$ cat src/rtl/seg7_pkg.sv
// Shared register map, control bit positions and hex font for the
// two-digit seven-segment MMIO controller.
package seg7_pkg;

    localparam logic [3:0] REG_DATA   = 4'h0;
    localparam logic [3:0] REG_CTRL   = 4'h4;
    localparam logic [3:0] REG_STATUS = 4'h8;

    localparam int unsigned CTRL_EN  = 0;
    localparam int unsigned CTRL_RAW = 1;

    // Implemented DATA bits: nibbles, decimal points, two 7-bit raw patterns
    localparam logic [31:0] DATA_MASK = 32'h7F7F_03FF;

    typedef enum logic {
        DIG0 = 1'b0,
        DIG1 = 1'b1
    } digit_e;

    // Segments {g,f,e,d,c,b,a}, active-high; entry 0 is the rightmost element
    localparam logic [15:0][6:0] HEX_FONT = {
        7'h71, 7'h79, 7'h5E, 7'h39, 7'h7C, 7'h77, 7'h6F, 7'h7F,
        7'h07, 7'h7D, 7'h6D, 7'h66, 7'h4F, 7'h5B, 7'h06, 7'h3F
    };

endpackage

$ cat src/rtl/seg7_hex_decode.sv
// Combinational hex nibble to seven-segment pattern (active-high a..g).
module seg7_hex_decode
    import seg7_pkg::*;
(
    input  logic [3:0] nibble,
    output logic [6:0] seg
);

    always_comb begin
        seg = HEX_FONT[nibble];
    end

endmodule

$ cat src/rtl/seg7_mmio.sv
// Memory-mapped two-digit seven-segment controller on the picorv32 native bus;
// scans both commons with a blanking gap at the start of every digit slot.
module seg7_mmio
    import seg7_pkg::*;
#(
    parameter int unsigned CLK_HZ         = 125000000,
    parameter int unsigned SCAN_HZ        = 1000,
    parameter int unsigned BLANK_CYCLES   = 16,
    parameter logic [31:0] BASE_ADDR      = 32'h0300_0000,
    parameter bit          SEG_ACTIVE_LOW = 1'b1,
    parameter bit          COM_ACTIVE_LOW = 1'b1
) (
    input  logic        clk,
    input  logic        resetn,
    input  logic        mem_valid,
    input  logic [31:0] mem_addr,
    input  logic [31:0] mem_wdata,
    input  logic [3:0]  mem_wstrb,
    output logic        mem_ready,
    output logic [31:0] mem_rdata,
    output logic [7:0]  SEG_o,
    output logic [1:0]  COM_o
);

    localparam int unsigned DIG_CYCLES = CLK_HZ / (SCAN_HZ * 2);
    localparam int unsigned PW         = $clog2(DIG_CYCLES);
    localparam logic [PW-1:0] PRESC_LAST  = PW'(DIG_CYCLES - 1);
    localparam logic [PW-1:0] PRESC_BLANK = PW'(BLANK_CYCLES);
    localparam logic [7:0] SEG_OFF = {8{SEG_ACTIVE_LOW}};
    localparam logic [1:0] COM_OFF = {2{COM_ACTIVE_LOW}};

    logic          sel, acc, wr, ctrl_wr, en_clear;
    logic [3:0]    reg_off;
    logic [31:0]   data_q, data_merged, rd_val;
    logic [1:0]    ctrl_q;
    logic [PW-1:0] presc;
    digit_e        digit;
    logic          blanking, lit;
    logic [3:0]    nibble;
    logic [6:0]    font_seg, pat;
    logic [7:0]    seg_nxt;
    logic [1:0]    com_nxt;

    seg7_hex_decode u_hex (
        .nibble (nibble),
        .seg    (font_seg)
    );

    always_comb begin
        reg_off  = mem_addr[3:0];
        sel      = mem_valid && (mem_addr[31:4] == BASE_ADDR[31:4]);
        acc      = sel && !mem_ready;
        wr       = acc && (|mem_wstrb);
        ctrl_wr  = wr && (reg_off == REG_CTRL) && mem_wstrb[0];
        // A write clearing EN overrides a digit wrap landing on the same edge
        en_clear = !ctrl_q[CTRL_EN] || (ctrl_wr && !mem_wdata[CTRL_EN]);
        for (int unsigned b = 0; b < 4; b++) begin
            data_merged[8*b +: 8] = mem_wstrb[b] ? mem_wdata[8*b +: 8] : data_q[8*b +: 8];
        end
        blanking = ctrl_q[CTRL_EN] && (presc < PRESC_BLANK);
        lit      = ctrl_q[CTRL_EN] && !(presc < PRESC_BLANK);
        case (reg_off)
            REG_DATA:   rd_val = data_q;
            REG_CTRL:   rd_val = {30'b0, ctrl_q};
            REG_STATUS: rd_val = {30'b0, blanking, logic'(digit)};
            default:    rd_val = '0;
        endcase
    end

    always_comb begin
        nibble = (digit == DIG0) ? data_q[3:0] : data_q[7:4];
        if (ctrl_q[CTRL_RAW]) begin
            pat = (digit == DIG0) ? data_q[22:16] : data_q[30:24];
        end else begin
            pat = font_seg;
        end
        seg_nxt = '0;
        com_nxt = '0;
        if (lit) begin
            seg_nxt = {(digit == DIG0) ? data_q[8] : data_q[9], pat};
            com_nxt = (digit == DIG0) ? 2'b01 : 2'b10;
        end
    end

    always_ff @(posedge clk or negedge resetn) begin
        if (!resetn) begin
            mem_ready <= 1'b0;
            mem_rdata <= '0;
            data_q    <= '0;
            ctrl_q    <= '0;
        end else begin
            mem_ready <= acc;
            mem_rdata <= (acc && mem_wstrb == 4'h0) ? rd_val : '0;
            if (wr && reg_off == REG_DATA) begin
                data_q <= data_merged & DATA_MASK;
            end
            if (ctrl_wr) begin
                ctrl_q <= mem_wdata[1:0];
            end
        end
    end

    always_ff @(posedge clk or negedge resetn) begin
        if (!resetn) begin
            presc <= '0;
            digit <= DIG0;
            SEG_o <= SEG_OFF;
            COM_o <= COM_OFF;
        end else begin
            if (en_clear) begin
                presc <= '0;
                digit <= DIG0;
            end else if (presc == PRESC_LAST) begin
                presc <= '0;
                digit <= (digit == DIG0) ? DIG1 : DIG0;
            end else begin
                presc <= presc + 1'b1;
            end
            SEG_o <= seg_nxt ^ SEG_OFF;
            COM_o <= com_nxt ^ COM_OFF;
        end
    end

endmodule

$ cat config.mk
export PLATFORM = sky130hd
export DESIGN_NAME = seg7_mmio
export DESIGN_NICKNAME = d
export VERILOG_FILES = /design/src/rtl/seg7_pkg.sv /design/src/rtl/seg7_hex_decode.sv /design/src/rtl/seg7_mmio.sv
export SDC_FILE = /design/constraint.sdc
export NUM_CORES = 1
export LEC_CHECK = 0
export CAP_MARGIN = 10
export CORE_ASPECT_RATIO = 1.75
export CORE_MARGIN = 2
export CORE_UTILIZATION = 45
export DETAILED_ROUTE_END_ITERATION = 7
export PLACE_DENSITY = 0.77
export SYNTH_ARGS = -nofsm -noshare
export SYNTH_HDL_FRONTEND = slang
export SYNTH_HIERARCHICAL = 1
export SYNTH_SLANG_ARGS = --single-unit
$ cat constraint.sdc
create_clock -name clk -period 2.8 [get_ports clk]
set_input_delay 0.42 -clock clk [delete_from_list [all_inputs] [get_ports clk]]
set_output_delay 0.42 -clock clk [all_outputs]
set_load 0.005 [all_outputs]
# Word level (Yosys, flattened, before mapping)
# Memories as Yosys holds them, arrays and structs flattened.
# Index checks and enable logic that the tools add are counted.
dict set report word_totals {
  regBits 86
  rom_bits 112
  inputBits 71
  out_inout_bits 43
  n_memories 1
}
dict set report op_classes {
  addsub 1
  magnitude_cmp 2
  n_eq_ne 4
  mux 15
  n_bitwise 2
  reduce_logical 23
}
# memory words width rd rd_clocked_by_memory_dff wr line_no
set mem_list {}
lappend mem_list {{(name not given)} 16 7 1 0 0 seg7_hex_decode.sv:10} ;# seg = HEX_FONT[nibble];
# op n
set op_table {}
lappend op_table {{31-bit case mux with 3 select lines} 1}
lappend op_table {{16-bit 2-to-1 mux} 2}
lappend op_table {{32-bit 2-to-1 mux} 1}
lappend op_table {{28-bit by 22-bit == test with 1-bit output, second input constant} 1}
lappend op_table {{7-bit 2-to-1 mux} 3}
lappend op_table {{16-bit by 1-bit adder with 16-bit output, second input constant} 1}
lappend op_table {{16-bit == test, second input constant} 1}
lappend op_table {{16-bit by 5-bit < comparator with 1-bit output, second input constant} 1}
lappend op_table {{1-bit logical AND} 10}
lappend op_table {{4-bit logical NOT} 2}
lappend op_table {{8-bit 2-to-1 mux} 1}
lappend op_table {{8-bit NOT} 1}
lappend op_table {{2-bit AND reduction} 4}
lappend op_table {{4-bit by 5-bit < comparator with 1-bit output, second input constant} 1}
lappend op_table {{4-bit by 3-bit == test with 1-bit output, second input constant} 1}
lappend op_table {{4-bit == test, second input constant} 1}
lappend op_table {{1-bit logical NOT} 4}
lappend op_table {{1-bit 2-to-1 mux} 4}
lappend op_table {{2-bit 2-to-1 mux} 2}
lappend op_table {{4-bit 2-to-1 mux} 1}
lappend op_table {{4-bit OR reduction} 1}
lappend op_table {{2-bit NOT} 1}
lappend op_table {{2-bit nonzero test} 1}
lappend op_table {{1-bit logical OR} 1}

# Logic depth before layout (Yosys ltp)
dict set report depth {
  depth_word 9
  mapped_depth 8
  depth_no_buf 6
}

# Modules after synthesis
# The synthesis kept the hierarchy.
# mod n_inst cells_each area_per_inst_um2 seq_area_each_um2
set modules_own_cells {}
lappend modules_own_cells {seg7_mmio 1 280 3565.9 1964.4}
lappend modules_own_cells {seg7_hex_decode 1 33 282.8 0.0}

# Least setup slack after synthesis
# OpenSTA, ideal clock, no wires.
dict set report synth_timing {
  path_kind {register to register}
  startpoint {register digit}
  endpoint {register SEG_o[3]}
  t_arrival_ps 2341
  required_ps 2719
  setup_slack_ps 377
  path_stages_with_launch 9
  n_path_buf 2
  cell_sequence {dfrtp_1 clkbuf_1 buf_1 mux2_2 inv_1 ha_1 inv_1 mux4_2 o211ai_1}
}
dict set report synth_between {
  elab_chain_cells 6
}
# item line_no
set synth_lines {}
lappend synth_lines {{start, declared} seg7_mmio.sv:37} ;# digit_e digit;
lappend synth_lines {{start signal, assigned} seg7_mmio.sv:115} ;# digit <= (digit == DIG0) ? DIG1 : DIG0;
lappend synth_lines {{4-bit 2-to-1 mux} seg7_mmio.sv:71} ;# nibble = (digit == DIG0) ? data_q[3:0] : data_q[7:4];
lappend synth_lines {{net nibble[1]} seg7_mmio.sv:39} ;# logic [3:0] nibble;
lappend synth_lines {{memory read 16 x 7 bit} -}
lappend synth_lines {{7-bit 2-to-1 mux (not written as such)} seg7_hex_decode.sv:10}
lappend synth_lines {{net font_seg[3]} seg7_mmio.sv:40} ;# logic [6:0] font_seg, pat;
lappend synth_lines {{7-bit 2-to-1 mux} seg7_mmio.sv:72} ;# if (ctrl_q[CTRL_RAW]) begin
lappend synth_lines {{8-bit 2-to-1 mux} seg7_mmio.sv:79} ;# if (lit) begin
lappend synth_lines {{8-bit NOT (no line)} -}
lappend synth_lines {{end signal, assigned} seg7_mmio.sv:119} ;# SEG_o <= seg_nxt ^ SEG_OFF;
lappend synth_lines {{end, declared} seg7_mmio.sv:21} ;# output logic [7:0] SEG_o,
# The timed path passes the listed nets, and every way through them passes these cells. The select of a mux whose other input is x is not followed.
# A chain may end at the register's enable or synchronous reset.

# Worst setup path after layout
dict set report layout_timing {
  startpoint {input port mem_addr[5]}
  endpoint {register data_q[17]}
}
dict set report layout_between {
  elab_chain_cells 6
}
# item line_no
set layout_lines {}
lappend layout_lines {{start, declared} seg7_mmio.sv:16} ;# input logic [31:0] mem_addr,
lappend layout_lines {{28-bit by 22-bit == test with 1-bit output} seg7_mmio.sv:51} ;# sel = mem_valid && (mem_addr[31:4] == BASE_ADDR[31:4]);
lappend layout_lines {{1-bit logical AND} seg7_mmio.sv:51}
lappend layout_lines {{1-bit logical AND} seg7_mmio.sv:52} ;# acc = sel && !mem_ready;
lappend layout_lines {{1-bit logical AND} seg7_mmio.sv:53} ;# wr = acc && (|mem_wstrb);
lappend layout_lines {{1-bit logical AND} seg7_mmio.sv:94} ;# if (wr && reg_off == REG_DATA) begin
lappend layout_lines {{2-bit AND reduction (no line)} -}
lappend layout_lines {{end signal, assigned} seg7_mmio.sv:95} ;# data_q <= data_merged & DATA_MASK;
lappend layout_lines {{end, declared} seg7_mmio.sv:34} ;# logic [31:0] data_q, data_merged, rd_val;
# No other way between the ends.

==> metrics.yaml <==
logic_synthesis:
  netlist_top_cells_area: "dfrtp_1 (44%), mux2_2 (7.6%), dfstp_2 (6.8%)"
  synth-edff-count: 0
  synth_fa_ha_area_share_pct: 2.60
  seq_area_frac_synth_pct: 51.0
  synth-async-reset-ratio_pct: 100
  synth_xor_area_share_pct: 2.96
  ys_ff_latch: 78
  synth_cells: 313
  synth_top_area_cell: "dfrtp_1"
  synth_warnings: 6
  synthSimpleGateAreaFrac_pct: 21.1
  syn_avg_cell_area_um2: 12.3
  yosysUniqueCellTypes: 47
  synth_mux_area_share_pct: 14.2
  synth_top_family_by_area: "simple AND/OR/NAND/NOR gates"
  synth_top_area_share_pct: 44.2
  synth_area_um2: 3850
  synth_compound_area_share_pct: 4.10
  synthFlopType: "dfrtp_1"
setup_path:
  criticalPathCategory: "input pin to flop"
  max_stage_delay_ps: 460
  path_buf_inv: 2
  rrSetupSlack_ps: 760
  crit_family: "simple AND/OR/NAND/NOR gates"
  cp.arrival_ps: 2380
  worst_path_max_delay_cell: "clkdlybuf4s50_1"
  crit_fanout: 8
  start_kind: "input pin"
  cp_cell_sequence: "clkdlybuf4s50_1 > nor4b_4 > nand4_4 > nor4_4 > buf_4 > mux2_2"
  setup.worst_path.end_class: "flop"
  worstPathRequired_ps: 3010
timing:
  slew_headroom_pct: 36.4
  finalSetupViolations: 0
  setup_tns_ps: 0
  fin_skew_ps: 5.54
  hold_viol_final: 0
  whs_ps: 218
  tightest_slew_ps: 954
  min_period_ps: 2160
  min_period_over_period_pct: 77.2
  drv_slew: 0
  grt_setup_unrepaired: "false"
  fmax_ghz: 0.463
finish:
  nFillCells: 668
  postLayoutCoreUtil_pct: 62.7
  area_growth_pct: 35.5
  n_antenna_cell: 0
  multi_input_area_um2: 1770
  seqCellArea_um2: 1960
  drive_above_1_share_pct: 19.0
  fin_nets: 495
place:
  place_congestion: 0.806
  dp_hpwl_um: 6510
  place.port_buffers: 97
routing:
  dr.pass1.iters: 4
  drc: 0
  drtAntennaViolNets: 0
  wl_um: 8540
  vias: 2784
  drt_iter0_drc: 157
  routedWlPerCell_um: 15.9
  via_per_inst: 5.19
clock_network:
  root_buffer: "clkbuf_16"
  h-tree-depth: 3
  cts_hold_buf: 0
  cts_buffers: 9
  cts_setup_buffers: 0
  cts_buffer_depth: 2
  cts_sinks: 78
  cts_resized: 0
  clk_pin_slew_ps: 60
  clk_latency_ps: 330
  cts_tree: "yes"
power_and_ir_drop:
  peakVddDrop_mv: 0.272
  p_sw_mw: 0.483
  pwr-share-clk_pct: 46.8
  combPwrFrac_pct: 6.0
  switching_share_pct: 20.2
  power_leakage_nw: 2.16
  power_frac_seq_pct: 47.3
  intPower_mw: 1.91
  powerDensity_nw_per_um2: 458
global_routing:
  grt_pass1_vias: 2921
  grt_max_degree: 79
  overflow: 0
  grt_pass1_wl_um: 14200
  antenna_found_initial: 0
  grtUsageTotal_pct: 20.4
floorplanning:
  core_area_um2: 8310
  die_w_um: 73.9
  die_h_um: 126
  ios: 114
  start_util_pct: 46.3
  die_area_um2: 9340
  rows: 44
hold_path:
  hold_path.class: "input pin to async pin"
run_status:
  status: "complete, no violations"
run:
  drv_cap: 0
-- per-stage QoR --
stage / setup WS [ps] / power, mW / cell area, µm² / cells
after global routing: 542 / 2.47 / 5210 / 536
after floorplan: 377 / 1.18 / 3870 / 320
after CTS: 625 / 2.41 / 5210 / 536
after global placement: 323 / 1.29 / 4930 / 520
after detailed placement: 272 / 1.29 / 4930 / 520
final: 639 / 2.39 / 5210 / 536
-- power by group through the flow --
| stage | logic (mW) | registers, mW | clock network [mW] |
|---|---|---|---|
| CTS | 0.144 | 1.13 | 1.14 |
| detailed placement | 0.143 | 1.15 | 0 |
| finish | 0.142 | 1.13 | 1.12 |
| global route | 0.153 | 1.13 | 1.19 |
| global placement | 0.140 | 1.15 | 0 |
| floorplan | 0.0270 | 1.15 | 0 |
-- registers in the layout, indices dropped and copies added (netlist names) --
name,flops
data_q,24
mem_rdata,24
presc,16
SEG_o,8
COM_o,2
ctrl_q,2
digit,1
mem_ready,1
-- cells by family after synthesis --
logic type      count (synthesis)
compound gates                 20
xor+xnor                       13
fa+ha+maj                       8
buf+inv                        28
flops                          78
mux                            46
other cells                     1
simple gates                  119
-- synthesized netlist by cell type, types with 2 or more instances --
cell type and instances:
nand2b_1 3, buf_4 9, dfrtp_1 68, xor2_1 2
xnor2_1 11, mux2i_1 11, dfstp_2 10, o211ai_1 7
nor3_1 15, nor2b_1 3, nand3_1 9, nand4_1 3
clkbuf_1 6, nor4_1 7, a21oi_1 2, nand2_1 15
nor4_4 4, nor4_2 3, nor2_1 18, nand3b_1 2
nor4b_4 3, or3_1 2, o21ai_0 3, a22oi_1 2
mux2_4 8, inv_1 9, ha_1 8, and4_1 2
mux2_2 26, and2_1 24, nand4_4 2
-- final cells by class --
class	instances	area share (%)
Clock buffer	13	4.61
Clock inverter	3	0.888
Inverter	10	0.768
Multi-Input combinational cell	214	33.9
Sequential cell	78	37.7
Tap cell	115	2.76
Timing Repair Buffer	103	19.4
-- worst paths after layout --
path,from,endpoint,depth (start not counted)
setup / recovery,mem_addr[5],data_q[17],6
hold / removal,resetn,mem_rdata[2],1
setup reg to reg,digit,SEG_o[3],6
hold reg to reg,data_q[20],mem_rdata[20],1
max in group asynchronous,resetn,presc[11],1
min in group clk,data_q[20],mem_rdata[20],1
-- metal layers --
layer	part of all wire (%)	track usage (%)
met1	33	20.5
met2	61	38.0
met3	2.6	4.13
met4	3.2	9.73
met5	0	0
-- layout by cell type (no fill, tap or decap), types with 4 or more instances in the layout --
cell	count
clkdlybuf4s50_1	96
dfrtp_1	68
mux2_2	26
and2_1	24
nor2_1	18
nand2_1	15
nor3_1	14
mux2i_1	11
xnor2_1	11
dfstp_2	10
nand3_1	9
inv_1	9
clkbuf_16	9
mux2_4	8
ha_1	8
conb_1	8
nor4_1	7
o211ai_1	7
buf_4	7
nor4_4	4
clkbuf_1	4
(Power assumes the default switching activity.)
